===== src/rtl/imem_loader_pkg.sv =====
// Shared types and frame constants for the instruction-memory boot loader.
package imem_loader_pkg;

  typedef enum logic [2:0] {
    ST_IDLE,
    ST_LEN_LO,
    ST_LEN_HI,
    ST_DATA,
    ST_CHK,
    ST_FAIL
  } loader_state_t;

  localparam int unsigned LEN_BYTES      = 2;
  localparam int unsigned CHK_BYTES      = 1;
  localparam int unsigned BYTES_PER_WORD = 4;

  // States in which a frame is open and bytes are being accepted.
  function automatic logic is_active(loader_state_t s);
    return s inside {ST_LEN_LO, ST_LEN_HI, ST_DATA, ST_CHK};
  endfunction

endpackage


===== src/rtl/imem_word_packer.sv =====
// Assembles little-endian words from accepted data bytes, emits a one-cycle
// word_valid after the last lane, and keeps the modulo-256 byte checksum.
module imem_word_packer
  import imem_loader_pkg::*;
(
  input  logic        clk,
  input  logic        rst,
  input  logic        clear,
  input  logic        byte_valid,
  input  logic [7:0]  byte_data,
  output logic        last_lane,
  output logic        word_valid,
  output logic [31:0] word_data,
  output logic [7:0]  checksum
);

  localparam int unsigned LANE_W = $clog2(BYTES_PER_WORD);

  logic [LANE_W-1:0] lane_q, lane_d;
  logic [31:0]       shift_q, shift_d;
  logic [31:0]       word_q, word_d;
  logic              word_valid_q, word_valid_d;
  logic [7:0]        sum_q, sum_d;

  always_ff @(posedge clk) begin
    if (rst) begin
      lane_q       <= '0;
      shift_q      <= '0;
      word_q       <= '0;
      word_valid_q <= 1'b0;
      sum_q        <= '0;
    end else begin
      lane_q       <= lane_d;
      shift_q      <= shift_d;
      word_q       <= word_d;
      word_valid_q <= word_valid_d;
      sum_q        <= sum_d;
    end
  end

  assign last_lane = (lane_q == LANE_W'(BYTES_PER_WORD - 1));

  always_comb begin
    lane_d       = lane_q;
    shift_d      = shift_q;
    word_d       = word_q;
    word_valid_d = 1'b0;
    sum_d        = sum_q;
    if (clear) begin
      lane_d = '0;
      sum_d  = '0;
    end else if (byte_valid) begin
      shift_d[{lane_q, 3'b000} +: 8] = byte_data;
      sum_d  = sum_q + byte_data;
      lane_d = lane_q + 1'b1;
      if (last_lane) begin
        word_d       = shift_d;
        word_valid_d = 1'b1;
      end
    end
  end

  assign word_valid = word_valid_q;
  assign word_data  = word_q;
  assign checksum   = sum_q;

endmodule


===== src/rtl/imem_loader.sv =====
// Boot loader: parses LEN/DATA/CHK frames, writes words into instruction
// memory and holds the core in reset while a load is open or has failed.
module imem_loader
  import imem_loader_pkg::*;
#(
  parameter int unsigned DEPTH          = 256,
  parameter int unsigned ADDR_W         = 8,
  parameter int unsigned TIMEOUT_CYCLES = 1_000_000,
  parameter int unsigned HOLD_AT_RESET  = 0
) (
  input  logic              clk,
  input  logic              rst,
  input  logic              load_req,
  input  logic              rx_valid,
  input  logic [7:0]        rx_data,
  output logic              rx_ready,
  output logic              mem_we,
  output logic [ADDR_W-1:0] mem_waddr,
  output logic [31:0]       mem_wdata,
  output logic              cpu_hold,
  output logic              busy,
  output logic              done,
  output logic              error,
  output logic [15:0]       words_loaded
);

  localparam int unsigned TO_W = $clog2(TIMEOUT_CYCLES + 1);

  loader_state_t     state_q, state_d;
  logic [7:0]        len_lo_q, len_lo_d;
  logic [15:0]       len_q, len_d;
  logic [15:0]       words_q, words_d;
  logic [ADDR_W-1:0] waddr_q, waddr_d;
  logic [TO_W-1:0]   timeout_q, timeout_d;
  logic              done_q, done_d;
  logic              error_q, error_d;
  logic              hold_q, hold_d;

  logic        accept;
  logic        start;
  logic        last_lane;
  logic        word_valid;
  logic [31:0] word_data;
  logic [7:0]  checksum;

  assign accept = rx_valid && rx_ready;
  assign start  = (state_q == ST_IDLE) && load_req;

  imem_word_packer u_packer (
    .clk        (clk),
    .rst        (rst),
    .clear      (start),
    .byte_valid (accept && (state_q == ST_DATA)),
    .byte_data  (rx_data),
    .last_lane  (last_lane),
    .word_valid (word_valid),
    .word_data  (word_data),
    .checksum   (checksum)
  );

  always_ff @(posedge clk) begin
    if (rst) begin
      state_q   <= ST_IDLE;
      len_lo_q  <= '0;
      len_q     <= '0;
      words_q   <= '0;
      waddr_q   <= '0;
      timeout_q <= '0;
      done_q    <= 1'b0;
      error_q   <= 1'b0;
      hold_q    <= (HOLD_AT_RESET != 0);
    end else begin
      state_q   <= state_d;
      len_lo_q  <= len_lo_d;
      len_q     <= len_d;
      words_q   <= words_d;
      waddr_q   <= waddr_d;
      timeout_q <= timeout_d;
      done_q    <= done_d;
      error_q   <= error_d;
      hold_q    <= hold_d;
    end
  end

  always_comb begin
    state_d   = state_q;
    len_lo_d  = len_lo_q;
    len_d     = len_q;
    words_d   = words_q;
    waddr_d   = waddr_q;
    timeout_d = accept ? '0 : timeout_q + 1'b1;
    done_d    = 1'b0;
    error_d   = error_q;
    hold_d    = hold_q;
    case (state_q)
      ST_IDLE: begin
        timeout_d = '0;
        if (load_req) begin
          state_d = ST_LEN_LO;
          error_d = 1'b0;
          words_d = '0;
          hold_d  = 1'b1;
        end
      end
      ST_LEN_LO: begin
        if (accept) begin
          len_lo_d = rx_data;
          state_d  = ST_LEN_HI;
        end
      end
      ST_LEN_HI: begin
        if (accept) begin
          len_d = {rx_data, len_lo_q};
          if ({1'b0, len_d} > 17'(DEPTH))  state_d = ST_FAIL;
          else if (len_d == '0)            state_d = ST_CHK;
          else                             state_d = ST_DATA;
        end
      end
      ST_DATA: begin
        if (accept && last_lane) begin
          waddr_d = words_q[ADDR_W-1:0];
          words_d = words_q + 16'd1;
          if (words_q == len_q - 16'd1) state_d = ST_CHK;
        end
      end
      ST_CHK: begin
        if (accept) begin
          if (rx_data == checksum) begin
            done_d  = 1'b1;
            hold_d  = 1'b0;
            state_d = ST_IDLE;
          end else begin
            state_d = ST_FAIL;
          end
        end
      end
      ST_FAIL: begin
        timeout_d = '0;
        state_d   = ST_IDLE;
      end
      default: state_d = ST_IDLE;
    endcase
    // A byte arriving on the last permitted cycle still counts as on time.
    if (is_active(state_q) && !accept && timeout_q == TO_W'(TIMEOUT_CYCLES - 1))
      state_d = ST_FAIL;
    if (state_d == ST_FAIL) error_d = 1'b1;
  end

  always_comb begin
    rx_ready     = is_active(state_q);
    busy         = is_active(state_q);
    mem_we       = word_valid;
    mem_waddr    = waddr_q;
    mem_wdata    = word_data;
    cpu_hold     = hold_q;
    done         = done_q;
    error        = error_q;
    words_loaded = words_q;
  end

endmodule


===== config.mk =====
export PLATFORM = sky130hd
export DESIGN_NAME = imem_loader
export DESIGN_NICKNAME = d
export VERILOG_FILES = /design/src/rtl/imem_loader_pkg.sv /design/src/rtl/imem_word_packer.sv /design/src/rtl/imem_loader.sv
export SDC_FILE = /design/constraint.sdc
export NUM_CORES = 1
export LEC_CHECK = 0
export CAP_MARGIN = 20
export CORE_UTILIZATION = 35
export CTS_BUF_LIST = sky130_fd_sc_hd__clkbuf_4
export CTS_CLUSTER_DIAMETER = 80
export DETAILED_ROUTE_END_ITERATION = 8
export GPL_ROUTABILITY_DRIVEN = 0
export GPL_TIMING_DRIVEN = 0
export PLACE_DENSITY_LB_ADDON = 0.12
export SLEW_MARGIN = 20
export SYNTH_ARGS = -nofsm -noshare
export SYNTH_HDL_FRONTEND = slang
export SYNTH_SLANG_ARGS = --single-unit

===== constraint.sdc =====
create_clock -name clk -period 2.7 [get_ports clk]
set_input_delay 0.54 -clock clk [delete_from_list [all_inputs] [get_ports clk]]
set_output_delay 0.54 -clock clk [all_outputs]
set_load 0.01 [all_outputs]

=== Yosys cells after proc, flatten, opt, wreduce, memory -nomap -nowiden ===
Cells that the tools add are included.

* Register bits: 149
* Input bits: 12
* Output and inout port bits: 62
* Logic and storage cells: 91

* Add/subtract/negate cells: 6
* Order comparisons: 1
* Equal/unequal tests: 14
* Shifts and indexed selects: 2
* Multiplexer cells: 24
* Bitwise logic cells: 4
* Reduce and logical (&&, ||, !) cells: 26

{| class="wikitable"
|+ Operators by type and width
! cell !! number
|-
| 32-bit bitwise mux || 1
|-
| 16-bit 2-to-1 mux || 2
|-
| 16-bit case mux with 2 select lines || 1
|-
| 8-bit by 7-bit variable shift with 32-bit output, first input constant || 1
|-
| 8-bit by 7-bit indexed part select with 32-bit output || 1
|-
| 3-bit 2-to-1 mux || 10
|-
| 20-bit by 1-bit adder with 20-bit output, second input constant || 1
|-
| 20-bit == test, second input constant || 1
|-
| 16-bit by 1-bit adder with 16-bit output, second input constant || 1
|-
| 16-bit == test || 1
|-
| 16-bit by 9-bit greater-than comparator with 1-bit output, second input constant || 1
|-
| 16-bit zero test || 1
|-
| 16-bit by 1-bit subtractor with 16-bit output, second input constant || 1
|-
| 3-bit case mux with 5 select lines || 1
|-
| 2-bit AND reduction || 5
|-
| 3-bit == test, second input constant || 3
|-
| 8-bit adder || 1
|-
| 8-bit == test || 1
|-
| 1-bit 2-to-1 mux || 8
|-
| 2-bit nonzero test || 4
|-
| 5-bit negation with 7-bit output || 1
|-
| 3-bit by 2-bit == test with 1-bit output, second input constant || 2
|-
| 1-bit logical AND || 6
|-
| 2-bit inequality test, second input constant || 3
|-
| other kinds (14) || 19
|}

=== Longest topological paths before layout ===
Gate-level depths: netlist (run 1).

* Word-level depth: 10
* Mapped depth: 10
* Mapped depth without buffers: 10

=== Modules after synthesis ===
From an unflattened synthesis (run 1), not the netlist that was laid out.

* Cells, all modules: 819
* Area total of the unflattened synthesis: 6897.9 um2

{| class="wikitable"
|+ By module, submodules not included
! module !! times used !! cells an instance !! area an instance (um2) !! seq. area each (um2)
|-
| imem_loader || 1 || 488 || 3942.5 || 1481.4
|-
| imem_word_packer || 1 || 331 || 2955.3 || 1341.3
|}

=== Worst setup path before layout (run 1) ===
No wires, ideal clock.

* Path kind: reg-to-reg
* From: reg len_q[0]
* To: reg state_q[1]
* Library setup time: 0.144 ns
* Data arrival time: 2.775 ns
* Required time: 2.556 ns
* Slack: -0.220 ns
* Cell stages (with the launch flop): 10
* Path buffers: 0
* Period minus slack after synthesis: 2.920 ns
* Cell sequence: dfxtp_1 inv_1 ha_1 or4b_4 nor4_1 a31oi_1 or4_1 or4_4 o31ai_2 a2111oi_0

* Word-level cells in the longest chain between the ends: 6

{| class="wikitable"
|+ Ends and longest elaborated chain
! what !! RTL line !! RTL
|-
| from (decl) || imem_loader.sv:31 || <nowiki>logic [15:0] len_q, len_d;</nowiki>
|-
| from (signal assigned) || imem_loader.sv:75 || <nowiki>len_q <= len_d;</nowiki>
|-
| 16-bit by 1-bit subtractor with 16-bit output || imem_loader.sv:123 || <nowiki>if (words_q == len_q - 16'd1) state_d = ST_CHK;</nowiki>
|-
| 16-bit == test || imem_loader.sv:123 ||
|-
| 3-bit 2-to-1 mux || imem_loader.sv:123 ||
|-
| 3-bit 2-to-1 mux || imem_loader.sv:120 || <nowiki>if (accept && last_lane) begin</nowiki>
|-
| 3-bit case mux with 5 select lines || imem_loader.sv:95 || <nowiki>case (state_q)</nowiki>
|-
| 3-bit 2-to-1 mux || imem_loader.sv:144 || <nowiki>if (is_active(state_q) && !accept && timeout_q == TO_W'(TIMEOUT_CYCLES - 1))</nowiki>
|-
| to (signal assigned) || imem_loader.sv:73 || <nowiki>state_q <= state_d;</nowiki>
|-
| to (decl) || imem_loader.sv:29 || <nowiki>loader_state_t state_q, state_d;</nowiki>
|}

No other way between the ends.
A chain may end at the register's enable or synchronous reset.

=== Worst setup path in the final report (run 1) ===
* From: reg len_q[2]
* To: reg error_q (netlist: error)

* Word-level cells in the longest chain between the ends: 9
* Elaborated cells between the ends (all ways): 11
* Those cells by class: 1 x add/sub; 2 x eq/ne; 5 x mux; 3 x reduce/logical

{| class="wikitable"
|+ Ends and longest elaborated chain
! what !! RTL line !! RTL
|-
| 16-bit by 1-bit subtractor with 16-bit output * || imem_loader.sv:123 ||
|-
| 16-bit == test * || imem_loader.sv:123 ||
|-
| 3-bit 2-to-1 mux * || imem_loader.sv:123 ||
|-
| 3-bit 2-to-1 mux * || imem_loader.sv:120 ||
|-
| 3-bit case mux with 5 select lines * || imem_loader.sv:95 ||
|-
| 3-bit 2-to-1 mux * || imem_loader.sv:144 ||
|-
| 3-bit == test * || imem_loader.sv:146 || <nowiki>if (state_d == ST_FAIL) error_d = 1'b1;</nowiki>
|-
| 2-bit nonzero test (no source line) || -- ||
|-
| 2-bit AND reduction (no source line) || -- ||
|-
| to (signal assigned) || imem_loader.sv:80 || <nowiki>error_q <= error_d;</nowiki>
|-
| to (decl) || imem_loader.sv:36 || <nowiki>logic error_q, error_d;</nowiki>
|}

Every way passes the cells marked *; elsewhere a longest branch is shown, timed or not.

==> results by group, run 1 <==
Clocking
  • Hold_buf cts: 0
  • CTS tree: yes
  • Num CTS Buffers: 17
  • Max clock buf depth: 2
  • Reg clk slew, reported paths: 0.12 ns
  • Total clock sinks: 149
  • CTS HTree Levels: 4
  • Worst skew pair latency: 0.57 ns
  • Root Buffer: clkbuf_4

Cells and area
  • Final core occ: 44.4%
  • Layout cells sized above 1: 7.76%
  • Final nets: 944
  • Layout area overhead: 22.7%

GRT
  • First-pass GRT wire length: 30.3 mm
  • GRT Total Usage: 19.4%
  • Total grt overflow: 0
  • Vias in the first global route: 5,697
  • Initial antenna violation count: 1
  • Largest net degree at the start of global routing: 17

Timing
  • Slew HR: 36.1%
  • RSZ-0062 raised after global routing: yes
  • Worst-margin pin slew: 0.956 ns
  • Fin. Hold Viols: 0
  • Achievable Freq: 353 MHz
  • Slew Limit Fails: 0
  • WHS: 0.462 ns
  • Fin crit share: 105%
  • Final WS setup: -0.136 ns
  • Final clock skew: 0.0294 ns
  • Min cycle time layout: 2.84 ns
  • # setup viols final: 3

Pwr
  • Sw power: 0.00113 W
  • Power share of the combinational group: 9.7%
  • Part of the power in registers: 51.8%
  • Leak pwr: 2.90 nW
  • Clock share of power: 38.5%
  • Int Power: 0.00324 W
  • Peak VDD IR: 0.239 mV
  • Power Density: 521 nW/um^2
  • Tot Pwr: 0.00437 W
  • Sw Share: 25.9%

Synthesis
  • Main synth FF type: dfxtp_1
  • Post-synth ARST share: 0%
  • Yosys cell types: 59
  • Seq/Total Area, Yosys: 43.7%
  • Post-Syn Area: 6830 um^2
  • EDFF count, synth: 0
  • Synth warn: 0
  • Seq cells post-synth: 149
  • Mapped Avg Cell Area: 8.32 um^2
  • Syn Inst Count: 821
  • Synth Net Count: 850

Job
  • Max-cap violations: 0

Routing
  • WL/cell: 15.7 um
  • Drt pass-1 iters: 4
  • DRT iter0 DRCs: 361
  • Post-DRT Antenna Nets: 0
  • Drt drc: 0
  • Drt via density: 5.13
  • Vias after detailed routing: 6,101
  • Drt total wl: 18.7 mm

Worst setup path
  • Crit path DAT: 3.27 ns
  • Critical path required time: 3.14 ns
  • Crit Path Class: flip-flop to flip-flop
  • Crit path max fanout: 9
  • R2R depth: 7
  • Crit start category: flip-flop
  • Worst Setup End Kind: flip-flop

Die
  • Die height: 142 um
  • CORE AREA: 18,900 um^2
  • FP Rows: 50
  • Die ar.: 20,100 um^2
  • Die width: 142 um
  • Initial Utilization: 36.2%
  • # IOs: 74

Placed design
  • DP Worst Slack: -0.717 ns
  • Input/output buffers: 72
  • Post-DP HPWL: 13.1 mm

Hold path
  • Hold-critical path depth: 2
  • Worst hold path type: flip-flop to flip-flop

Run status
  • Failing checks: negative setup slack
  • Status: finished, violations left
-- per-stage QoR --
step	area [um^2]	setup TNS, ns	cells
after CTS	8340	-0.380	1188
final	8380	-0.370	1189
after global placement	7900	-24.68	1153
after global routing	8380	-0.602	1189
after floorplan	6850	-0.284	821
after detailed placement	7920	-20.28	1154
-- repair_timing --
item,in CTS,in global routing
resized for setup,17,13
pin swaps,9,4
setup buffers,5,1
setup endpoints to repair,21,37
-- worst paths after layout --
kind	from	to	slack (ns)
max	len_q[2]	error	-0.14
min	mem_waddr[4]	mem_waddr[4]	0.46
max reg2reg	len_q[2]	error	-0.14
min reg2reg	mem_waddr[4]	mem_waddr[4]	0.46
-- cell type report --
cell class	instances	area (um^2)
clock buffer	19	143
timing repair buffer	79	773
buffer	55	224
inverter	20	75.1
multi-input combinational	593	3640
tap	260	325
sequential	149	2990
clock inverter	13	201
fill	1963	10500
antenna	1	2.50
-- worst max-delay path, stage by stage, from the launching register on --
cell	delay, ns
dfxtp_1	0.42
or4b_4	0.58
nor4_2	0.14
a31oi_1	0.10
or4_1	0.49
or4_4	0.58
o31ai_4	0.26
a311oi_2	0.14
-- placed cells by master (no fill, tap or decap), types with 3 or more instances in the layout --
| cell | Yosys | routed |
|---|---|---|
| bufinv_16 | 0 | 5 |
| buf_4 | 1 | 7 |
| xnor2_1 | 22 | 22 |
| clkdlybuf4s50_1 | 0 | 71 |
| a211oi_1 | 8 | 8 |
| a221oi_1 | 30 | 30 |
| inv_1 | 18 | 16 |
| and2_1 | 5 | 5 |
| dfxtp_2 | 0 | 5 |
| nor4_1 | 13 | 11 |
| xor2_1 | 33 | 32 |
| or3_1 | 6 | 5 |
| clkbuf_4 | 0 | 19 |
| dfxtp_1 | 149 | 143 |
| nor2b_1 | 7 | 7 |
| a22oi_1 | 32 | 32 |
| o21ai_0 | 12 | 12 |
| nor3_1 | 43 | 41 |
| a21oi_1 | 47 | 47 |
| a21o_1 | 3 | 3 |
| o21a_1 | 4 | 4 |
| clkbuf_1 | 54 | 47 |
| clkinv_1 | 2 | 4 |
| a31oi_1 | 3 | 3 |
| nand3b_1 | 6 | 6 |
| nand2_1 | 97 | 97 |
| nor2_1 | 123 | 122 |
| nor3b_1 | 3 | 3 |
| nand3_1 | 17 | 17 |
| and3_1 | 9 | 9 |
| buf_2 | 2 | 5 |
| nand4_1 | 12 | 12 |
| ha_1 | 16 | 15 |
-- power groups by stage --
stage               registers, W  logic, W  clock network (W)
floorplan                0.00230  0.000264                  0
detailed placement       0.00230  0.000407                  0
CTS                      0.00226  0.000421            0.00172
global route             0.00227  0.000464            0.00181
global placement         0.00230  0.000408                  0
finish                   0.00226  0.000425            0.00168
-- routing by layer --
layer	vias up	routed length, um	global-route usage, %
met5	-	0	0
met4	0	268	6.00
met3	20	761	3.98
met2	132	8270	29.6
met1	2871	9370	27.3
li1	3078	-	-
-- kinds of logic after synthesis --
| family | after synthesis | share of synthesized area (%) |
|---|---|---|
| XOR/XNOR | 56 | 7.40 |
| buffers and inverters | 79 | 4.54 |
| adder cells (fa/ha/maj) | 17 | 3.22 |
| AND/OR/NAND/NOR | 361 | 24.8 |
| flip-flops | 149 | 43.7 |
| AO/OA/AOI/OAI | 157 | 16.1 |
| multiplexers | 2 | 0.293 |
-- Yosys cell counts, types with 2 or more instances --
library cell,number,area (um^2)
mux2i_1,2,20.0
inv_1,18,67.6
a21boi_0,2,15.0
o211a_1,2,20.0
nor2b_1,7,43.8
and3b_1,2,17.5
a31oi_1,3,18.8
clkinv_1,2,7.51
buf_2,2,10.0
and3_1,9,56.3
clkbuf_1,54,203
or3_1,6,37.5
a221oi_1,30,263
xor2_1,33,289
o31a_1,2,17.5
nand2_1,97,364
ha_1,16,200
or2_2,2,12.5
o21ai_0,12,60.1
o211ai_1,2,15.0
nand3_1,17,85.1
or4_4,2,22.5
a22oi_1,32,240
and2_1,5,31.3
nand2b_1,2,12.5
dfxtp_1,149,2980
nor3b_1,3,22.5
nand4_1,12,75.1
nor4_1,13,81.3
nor3_1,43,215
xnor2_1,22,193
a2111oi_0,2,17.5
a21oi_1,47,235
o21a_1,4,30.0
nor2_1,123,462
a211oi_1,8,60.1
a21o_1,3,22.5
nor4b_1,4,35.0
nand3b_1,6,45.0
or4_1,2,15.0
-- sequential cells by signal (all words and copies together), names as in the netlist --
name                 flops
error                    1
u_packer.word_valid      1
timeout_q               20
u_packer.shift_q        32
mem_waddr                8
state_q                  3
done                     1
cpu_hold                 1
len_q                   16
u_packer.checksum        8
words_loaded            16
u_packer.word_data      32
len_lo_q                 8
u_packer.lane_q          2
Note: power is estimated with default switching activity, not from simulation.
==> inputs of run 2 (changes only) <==
--- a/config.mk
+++ b/config.mk
@@ -6,6 +6,7 @@
 export NUM_CORES = 1
 export LEC_CHECK = 0
 export CAP_MARGIN = 20
+export CORE_MARGIN = 2
 export CORE_UTILIZATION = 35
 export CTS_BUF_LIST = sky130_fd_sc_hd__clkbuf_4
 export CTS_CLUSTER_DIAMETER = 80
==> results by group, run 2 (same netlist as run 1, synthesis figures left out) <==
Clocking
  • Num CTS Buffers: 17
  • Reg clk slew, reported paths: 0.12 ns
  • CTS tree: yes
  • Worst skew pair latency: 0.57 ns
  • Hold_buf cts: 0
  • Max clock buf depth: 2
  • CTS HTree Levels: 4
  • Total clock sinks: 149
  • Root Buffer: clkbuf_4

Pwr
  • Leak pwr: 2.88 nW
  • Power Density: 499 nW/um^2
  • Peak VDD IR: 0.236 mV
  • Tot Pwr: 0.00416 W

Routing
  • Drt pass-1 iters: 5
  • DRT iter0 DRCs: 392
  • Drt via density: 5.15
  • Drt drc: 0
  • Vias after detailed routing: 6,154
  • Post-DRT Antenna Nets: 0
  • WL/cell: 16.1 um
  • Drt total wl: 19.2 mm

Run status
  • Failing checks: negative setup slack
  • Status: finished, violations left

Timing
  • # setup viols final: 3
  • Fin crit share: 106%
  • Final clock skew: 0.0203 ns
  • Slew Limit Fails: 0
  • Achievable Freq: 351 MHz
  • Fin. Hold Viols: 0
  • Worst-margin pin slew: 0.872 ns
  • Min cycle time layout: 2.85 ns
  • Slew HR: 41.7%
  • RSZ-0062 raised after global routing: yes
  • Final WS setup: -0.153 ns

Cells and area
  • Layout area overhead: 22.2%
  • Most common cell after layout, fill and taps aside: dfxtp_1
  • Multi-input logic area: 3640 um^2
  • Layout cells sized above 1: 7.76%
  • Final nets: 944
  • Filler cells: 1,998
  • Finished Cell Area: 8350 um^2
  • Final core occ: 43.2%
  • Post-Layout Cell Count: 1,195
  • Most frequent cells in the layout: dfxtp_1 (142), nor2_1 (122), nand2_1 (97)
  • Sequential cell area: 2990 um^2

Hold path
  • Worst hold path type: flip-flop to flip-flop

Placed design
  • Cell Area, Placed: 7920 um^2
  • Placed Instances: 1,159
  • Post-DP HPWL: 13.3 mm
  • Input/output buffers: 72

Worst setup path
  • Slowest stage delay, CP: 0.56 ns
  • Worst path bufs/invs: 1
  • Critical path's slowest cell: or4_4
  • Crit path max fanout: 3
  • CP cell instances: inv_2, ha_4, or4b_4, nor4_2, a31oi_1, or4_1, or4_4, o211a_1, a311oi_2
  • Crit path max-delay family: simple AND/OR/NAND/NOR gates
  • Critical path required time: 3.18 ns
  • Crit path DAT: 3.33 ns
  • Worst Setup End Kind: flip-flop
  • Crit Path Class: flip-flop to flip-flop
  • Crit start category: flip-flop

Die
  • Die ar.: 20,600 um^2
  • Die width: 144 um
  • # IOs: 74
  • Die height: 144 um
  • CORE AREA: 19,300 um^2
  • Initial Utilization: 35.3%
  • FP Rows: 51

GRT
  • Total grt overflow: 0
  • GRT Total Usage: 19.0%
  • Vias in the first global route: 5,733
  • First-pass GRT wire length: 30.6 mm
  • Initial antenna violation count: 1
  • Largest net degree at the start of global routing: 17

Job
  • Max-cap violations: 0
run 2: cell count changes in the layout (fill, tap and decap cells not counted), sizes merged:
cell	before	now
clkinv	7	10
bufinv	5	3
buf	14	13
diode	1	2
run 2: final timing paths:
path	from	endpoint	slack (ns)	depth (start not counted)
setup reg to reg	len_q[0]	error	-0.15	9
hold reg to reg	mem_waddr[5]	mem_waddr[5]	0.47	2
hold / removal	mem_waddr[5]	mem_waddr[5]	0.47	2
setup / recovery	len_q[0]	error	-0.15	9
run 2: report_power, final:
part           internal (W)  switching [W]  total (W)
registers           0.00223      0.0000344    0.00226
logic              0.000165       0.000262   0.000427
clock network      0.000644       0.000831    0.00148
total               0.00303        0.00113    0.00416
run 2: timing repair:
action,in CTS,in global routing
pin swaps,8,3
resized for setup,18,11
setup endpoints to repair,24,40
cloned,0,0
buffers inserted,5,2
run 2: cell type report:
cell class | instances | share of cell area, %
diodes | 2 | 0.0600
repair buffers | 80 | 9.35
clock buffers | 18 | 1.62
well taps | 265 | 3.97
clock inverters | 14 | 1.87
flip-flops and latches | 149 | 35.9
multi-input cells | 593 | 43.7
inverters | 20 | 0.899
plain buffers | 54 | 2.68
run 2: through the flow:
stage	setup TNS [ns]	hold WS [ns]	setup WS, ns
6_report	-0.348	0.468	-0.153
5_1_grt	-0.584	0.494	-0.223
4_1_cts	-0.335	0.471	-0.156
3_5_place_dp	-24.94	0.453	-0.736
3_3_place_gp	-27.92	0.447	-0.716
2_1_floorplan	-0.284	0.430	-0.113
run 2: layer usage:
metal	track usage [%]	vias up	routed length (um)
li1	-	3074	-
met1	27.5	2938	9630
met2	29.1	132	8700
met3	3.73	10	722
met4	4.44	0	156
met5	0	-	0
run 2: worst min-delay path: stages, from the launching register on:
cell and delay (ns):
dfxtp_1 0.33, nand2_1 0.05, a21oi_1 0.06
